--- src/rtl/knight_cmd_if.sv ---
// knight_cmd_if: knight-side endpoint of the remote command link.
// It receives 8N1 UART bytes on RX, pairs them (high byte first) into a
// 16-bit command with a ready flag, and sends 8-bit response bytes on TX.
// The receive and transmit paths are independent, so full-duplex traffic works.
module knight_cmd_if #(
    parameter int BAUD_DIV = 5208              // clocks per bit period, >= 8
) (
    input  logic        clk,
    input  logic        rst_n,
    input  logic        RX,
    output logic        TX,
    output logic [15:0] cmd,
    output logic        cmd_rdy,
    input  logic        clr_cmd_rdy,
    input  logic [7:0]  resp,
    input  logic        trmt,
    output logic        tx_done
);

    // The counter must be able to hold a full bit period.
    localparam int CNT_W = $clog2(BAUD_DIV + 1);
    localparam logic [CNT_W-1:0] FULL_CNT = CNT_W'(BAUD_DIV);
    localparam logic [CNT_W-1:0] HALF_CNT = CNT_W'(BAUD_DIV / 2);
    localparam logic [CNT_W-1:0] LAST_CNT = CNT_W'(1);

    typedef enum logic {RX_IDLE, RX_RECV} rx_state_t;
    typedef enum logic {ASM_HIGH, ASM_LOW} asm_state_t;
    typedef enum logic {TX_IDLE, TX_XMIT} tx_state_t;

    // ------------------------------------------------------------------
    // Receive path
    // ------------------------------------------------------------------
    logic             rx_meta;
    logic             rx_sync;
    rx_state_t        rx_state;
    logic [CNT_W-1:0] rx_cnt;
    logic [3:0]       rx_bits;
    logic [7:0]       rx_data;
    logic             byte_rdy;

    // Two-flop synchronizer for the asynchronous RX pin; resets to idle-high
    // so a reset never looks like a start bit.
    always_ff @(posedge clk) begin
        if (!rst_n) begin
            rx_meta <= 1'b1;
            rx_sync <= 1'b1;
        end else begin
            rx_meta <= RX;
            rx_sync <= rx_meta;
        end
    end

    // Receive FSM: half-period delay to land mid start bit, then one sample
    // per bit period. Samples 1..8 are the data bits, shifted in LSB first.
    // The start and stop samples are counted but not kept, since neither is
    // checked. byte_rdy pulses on the cycle after the stop-bit sample.
    always_ff @(posedge clk) begin
        if (!rst_n) begin
            rx_state <= RX_IDLE;
            rx_cnt   <= '0;
            rx_bits  <= '0;
            rx_data  <= '0;
            byte_rdy <= 1'b0;
        end else begin
            byte_rdy <= 1'b0;
            case (rx_state)
                RX_IDLE: begin
                    if (!rx_sync) begin
                        rx_state <= RX_RECV;
                        rx_cnt   <= HALF_CNT;
                        rx_bits  <= '0;
                    end
                end
                RX_RECV: begin
                    if (rx_cnt == LAST_CNT) begin
                        rx_cnt  <= FULL_CNT;
                        rx_bits <= rx_bits + 4'd1;
                        if ((rx_bits >= 4'd1) && (rx_bits <= 4'd8)) begin
                            rx_data <= {rx_sync, rx_data[7:1]};
                        end
                        if (rx_bits == 4'd9) begin
                            rx_state <= RX_IDLE;
                            byte_rdy <= 1'b1;
                        end
                    end else begin
                        rx_cnt <= rx_cnt - LAST_CNT;
                    end
                end
                default: rx_state <= RX_IDLE;
            endcase
        end
    end

    // ------------------------------------------------------------------
    // Command assembly
    // ------------------------------------------------------------------
    asm_state_t asm_state;
    logic [7:0] high_byte;

    // Pairs received bytes into a command. A new first byte withdraws the
    // previous command's ready flag; a completing second byte sets it and
    // takes priority over a simultaneous clr_cmd_rdy so no command is lost.
    always_ff @(posedge clk) begin
        if (!rst_n) begin
            asm_state <= ASM_HIGH;
            high_byte <= '0;
            cmd       <= '0;
            cmd_rdy   <= 1'b0;
        end else if (byte_rdy) begin
            case (asm_state)
                ASM_HIGH: begin
                    high_byte <= rx_data;
                    cmd_rdy   <= 1'b0;
                    asm_state <= ASM_LOW;
                end
                ASM_LOW: begin
                    cmd       <= {high_byte, rx_data};
                    cmd_rdy   <= 1'b1;
                    asm_state <= ASM_HIGH;
                end
                default: asm_state <= ASM_HIGH;
            endcase
        end else if (clr_cmd_rdy) begin
            cmd_rdy <= 1'b0;
        end
    end

    // ------------------------------------------------------------------
    // Transmit path
    // ------------------------------------------------------------------
    tx_state_t        tx_state;
    logic [CNT_W-1:0] tx_cnt;
    logic [3:0]       tx_bits;
    logic [9:0]       tx_shift;

    // Transmit FSM: the frame {stop, data, start} is shifted out LSB first,
    // one bit per period, with 1s filling from the top. After ten periods
    // the register is all ones again, so its LSB doubles as the idle level.
    // trmt is only honoured in IDLE.
    always_ff @(posedge clk) begin
        if (!rst_n) begin
            tx_state <= TX_IDLE;
            tx_cnt   <= '0;
            tx_bits  <= '0;
            tx_shift <= '1;
            tx_done  <= 1'b0;
        end else begin
            case (tx_state)
                TX_IDLE: begin
                    if (trmt) begin
                        tx_shift <= {1'b1, resp, 1'b0};
                        tx_cnt   <= FULL_CNT;
                        tx_bits  <= '0;
                        tx_done  <= 1'b0;
                        tx_state <= TX_XMIT;
                    end
                end
                TX_XMIT: begin
                    if (tx_cnt == LAST_CNT) begin
                        tx_shift <= {1'b1, tx_shift[9:1]};
                        tx_cnt   <= FULL_CNT;
                        tx_bits  <= tx_bits + 4'd1;
                        if (tx_bits == 4'd9) begin
                            tx_state <= TX_IDLE;
                            tx_done  <= 1'b1;
                        end
                    end else begin
                        tx_cnt <= tx_cnt - LAST_CNT;
                    end
                end
                default: tx_state <= TX_IDLE;
            endcase
        end
    end

    assign TX = tx_shift[0];

endmodule

--- config.mk ---
export PLATFORM = sky130hd
export DESIGN_NAME = knight_cmd_if
export DESIGN_NICKNAME = d
export VERILOG_FILES = /design/src/rtl/knight_cmd_if.sv
export SDC_FILE = /design/constraint.sdc
export NUM_CORES = 1
export LEC_CHECK = 0
export BUFFER_PORTS_ARGS = -buffer_cell sky130_fd_sc_hd__buf_2
export CORE_ASPECT_RATIO = 1.4
export CORE_MARGIN = 2
export CORE_UTILIZATION = 40
export DETAILED_ROUTE_END_ITERATION = 12
export GPL_TIMING_DRIVEN = 0
export PLACE_DENSITY = 0.7
export SYNTH_ARGS = -nofsm -noshare
export SYNTH_HDL_FRONTEND = slang
export SYNTH_SLANG_ARGS = --single-unit
--- constraint.sdc ---
create_clock -name clk -period 2 [get_ports clk]
set_input_delay 0.2 -clock clk [delete_from_list [all_inputs] [get_ports clk]]
set_output_delay 0.2 -clock clk [all_outputs]
set_load 0.02 [all_outputs]
# Word level (Yosys, flattened, before mapping)
# Cells that the tools add are included.
# word_totals
register_bits	84
input_bits	13
# classes
add_sub_neg	4
n_bitwise	3
reduce_logical	9
n_lt_le_gt_ge	2
muxes	32
n_eq_ne	9
# op_table
cell	n
13-bit 2-to-1 mux	4
13-bit case mux with 2 select lines	2
13-bit by 1-bit equality test with 1-bit output, second input constant	2
13-bit by 1-bit subtractor with 13-bit output, second input constant	2
10-bit 2-to-1 mux	2
10-bit case mux with 2 select lines	1
4-bit 2-to-1 mux	4
4-bit case mux with 2 select lines	2
1-bit 2-to-1 mux	12
1-bit case mux with 2 select lines	5
3-bit AND reduction	3
4-bit by 1-bit adder with 4-bit output, second input constant	2
4-bit equality test, second input constant	2
2-bit AND reduction	4
2-bit by 1-bit != test with 1-bit output, second input constant	3
4-bit by 1-bit >= comparator with 1-bit output, second input constant	1
4-bit less-or-equal comparator, second input constant	1
2-bit != test, second input constant	2
1-bit inverter	3
2-bit nonzero test	1
1-bit logical AND	1

# Longest topological paths before layout
# depth
depth_word	4
mapped_depth	7

# Worst setup path before layout
# No wires, ideal clock.
# synth_timing
path_kind	flip-flop to flip-flop
startpoint	register tx_cnt[0]
endpoint	register tx_cnt[8]
path_stages_with_launch	7
synth_period_minus_slack_ps	1919
n_path_buf	0
t_arrival_ps	1850
path_slack_ps	81
setup_ps	69
required_time_ps	1931
path_cell_list	dfxtp_1 > inv_1 > ha_1 > or4b_1 > or4_1 > or3_1 > o21ai_1
# synth_between
elab_chain_cells	3
word_cells_on_any_way	4
# synth_rtl
element	line_no	text
start: declaration	132	logic [CNT_W-1:0] tx_cnt;
start signal: assignment	168	tx_cnt <= tx_cnt - LAST_CNT;
13-bit by 1-bit subtractor with 13-bit output or 13-bit by 1-bit equality test with 1-bit output (tied branches)	168, 159	
13-bit 2-to-1 mux *	159	if (tx_cnt == LAST_CNT) begin
13-bit case mux with 2 select lines *	148	case (tx_state)
# Every way passes the cells marked *; elsewhere a longest branch is shown, timed or not.
# A chain may end at the register's enable or synchronous reset.

# Worst setup path in the final report
# layout_timing
startpoint	register tx_cnt[5]
endpoint	register tx_state
# layout_between
elab_chain_cells	3
# layout_rtl
element	line_no	text
13-bit by 1-bit equality test with 1-bit output	159	
1-bit 2-to-1 mux	159	
1-bit case mux with 2 select lines	148	
end signal: assignment	155	tx_state <= TX_XMIT;
end signal: assignment	164	tx_state <= TX_IDLE;
end signal: assignment	171	default: tx_state <= TX_IDLE;
end: declaration	131	tx_state_t tx_state;
# No other way between the ends.

==> qor.yml <==
routing:
  drc: 0
  drt_iter0_markers: 166
  viasPerCell: 5.62
  vias: 3391
  wl_mm: 9.00
  first_pass_iters: 6
  wl_per_cell_um: 14.9
  drtAntennaViolNets: 0
yosys:
  syn_inst: 439
  yosysWarnings: 0
  avgSynthCellArea_um2: 8.51
  seq_area_frac_synth_pct: 44.5
  synth_fp_nets: 461
  synth_ff_type: "dfxtp_1"
  synth_seq_cells: 83
  synth.distinct_cells: 54
  synth_edf_count: 0
  synthesis.area_mm2: 0.00373
  synth-async-reset-ratio_pct: 0
run_status:
  status: "complete, no violations"
pwr:
  switching_share_pct: 26.5
  p_comb_share_pct: 13.2
  internal_power_uw: 2890
  p_leak_uw: 0.00175
  ir_worst_vdd_uv: 740
  clkPwrFrac_pct: 41.1
  power_density_mw_per_mm2: 879
  power_switching_uw: 1040
  pwr-share-seq_pct: 45.7
placement:
  port_buffers: 31
  place_congestion: 0.867
  dp_hpwl_mm: 6.24
  post-place-ws_ps: -82.6
timing:
  hold_ws_ps: 39.7
  finalSetupViolations: 0
  worst_slack_ps: 57.5
  min_period_ps: 1940
  worst_pin_slew_ps: 723
  finalCritPeriodShare_pct: 97.1
  finalHoldViolCount: 0
  slew_viol_final: 0
  worst_slew_margin_rel_pct: 51.8
  fmax_ghz: 0.515
  skew_ps: 5.58
worst_setup_path:
  path_class: "flop to flop"
  crit_chain: "nor4_2 > nand4_1 > buf_4 > or3_1 > nor3b_1"
  worst_path_max_delay_cell: "nor4_2"
  worstPathRequired_ps: 2200
  setup.worst_path.end_class: "flop"
  worstSetupStartpointType: "flop"
  crit_arrival_ps: 2150
  max_stage_delay_ps: 510
  rr_worst_depth: 5
  path_max_fanout: 6
finish:
  fillerInstances: 882
  n_antenna_cell: 0
  final_util_pct: 49.6
  final_common_cell: "dfxtp_1"
  area_delta_synth_final_pct: 19.9
  final_cell_mix: "dfxtp_1, nand2_1, a21oi_1"
  layout.nets: 513
  final_layout_size_suffix_gt1_share_pct: 17.9
clock_tree:
  cts-root-buf: "clkbuf_16"
  clk_pin_slew_ps: 60
  cts_inserted_buffers: 9
  cts_tree: "yes"
  cts_sinks: 83
  clockBufferDepth: 2
  h-tree-depth: 3
  clkLatencyLatePin_ps: 340
global_route:
  busiest_layer: "met2"
  grt-ovfl-total: 0
  antenna_found_initial: 0
  first_global_vias: 3312
  grtUsageMet1_pct: 19.7
  grt_pass1_wl_mm: 15.0
  use_met2_pct: 33.8
  grt_max_degree: 15
  grt.total_usage_pct: 18.0
  grt.met3_usage_pct: 3.63
floorplan:
  ios: 32
  die_w_um: 85.7
  start_util_pct: 41.4
  core_region_area_mm2: 0.00903
  die_y_um: 118
  die_area_mm2: 0.0101
  core.rowCount: 41
hold_path:
  whs_path_depth: 2
  hold_class: "primary input to flop"
flow_run:
  max_cap_violations: 0
worst paths after layout:
kind	startpoint	endpoint	slack, ps
hold reg to reg	rx_meta	rx_sync	410
hold / removal	RX	rx_meta	40
setup / recovery	tx_cnt[5]	tx_state	60
setup reg to reg	tx_cnt[5]	tx_state	60
layout make-up:
cell class / count / area [um2] / area share [%]
multi-input cells: 314 / 1980 / 44.2
clock inverters: 4 / 32.5 / 0.726
flip-flops and latches: 83 / 1670 / 37.2
repair buffers: 41 / 228 / 5.08
plain buffers: 22 / 95.1 / 2.12
clock buffers: 12 / 267 / 5.95
well taps: 107 / 134 / 2.99
inverters: 20 / 75.1 / 1.68
synth_stat cells (all sizes together) (4+ instances only):
| cell type | number | share of area, % |
|---|---|---|
| a21oi | 44 | 5.9 |
| nor4 | 8 | 2.1 |
| nand2b | 5 | 0.84 |
| clkbuf | 13 | 1.3 |
| o31ai | 5 | 1.0 |
| dfxtp | 83 | 44 |
| a31oi | 15 | 2.5 |
| nand4 | 7 | 1.2 |
| o31a | 4 | 0.94 |
| inv | 19 | 1.9 |
| o21ai | 14 | 1.9 |
| mux2i | 16 | 4.3 |
| ha | 9 | 3.0 |
| nand3 | 18 | 2.5 |
| or3 | 10 | 1.7 |
| nor3 | 11 | 1.5 |
| nand2 | 76 | 7.6 |
| and3 | 4 | 0.67 |
| nor2 | 16 | 1.6 |
| buf | 9 | 1.2 |
| or4 | 10 | 2.1 |
stage by stage:
| stage | power (uW) | std cells | setup TNS, ps | area, um2 |
|---|---|---|---|---|
| floorplan | 2150 | 439 | 0 | 3730 |
| global placement | 2250 | 577 | -52.6 | 4020 |
| detailed placement | 2270 | 577 | -216 | 4020 |
| CTS | 3920 | 598 | 0 | 4390 |
| global route | 4110 | 603 | -144 | 4480 |
| finish | 3940 | 603 | 0 | 4480 |
critical path: cells and delay by family, from the launching register on:
kind | cells | cell delay, ps
AND/OR/NAND/NOR | 4 | 1250
flip-flops | 1 | 360
buffers and inverters | 1 | 200
sequential cells by signal, indices dropped and copies added (netlist names), 4 cells and up:
| signal | count |
|---|---|
| rx_data | 8 |
| tx_cnt | 13 |
| tx_bits | 4 |
| cmd | 16 |
| high_byte | 8 |
| rx_cnt | 13 |
| tx_shift | 9 |
| rx_bits | 4 |
logic make-up (layout without fill, tap and decap cells):
group,after synthesis,after routing,synth area share (%)
XOR/XNOR,3,3,0.704
flip-flops,83,83,44.5
multiplexers,17,17,4.59
AO/OA/AOI/OAI,97,97,15.9
adder cells (fa/ha/maj),9,9,3.02
buffers and inverters,42,99,4.49
AND/OR/NAND/NOR,188,188,26.8
power groups by stage:
stage	combinational, uW	clock, uW	sequential (uW)
after floorplan	341	0	1810
after global placement	428	0	1820
after detailed placement	445	0	1830
after CTS	471	1660	1790
after global routing	573	1730	1810
final	520	1620	1800
timing repair:
item                       4_1_cts  5_1_grt
hold buffers                     0        0
setup endpoints to repair       14       27
gates resized for setup         11       14
gates cloned                     1        0
buffers inserted                 4        5
pin swaps                        3        4
layer usage:
metal | vias up | wire length (um)
li1 | 1684 | -
met1 | 1599 | 3520
met2 | 89 | 4970
met3 | 19 | 367
met4 | 0 | 136
met5 | - | 0
Power figures use the tool's default switching activity.
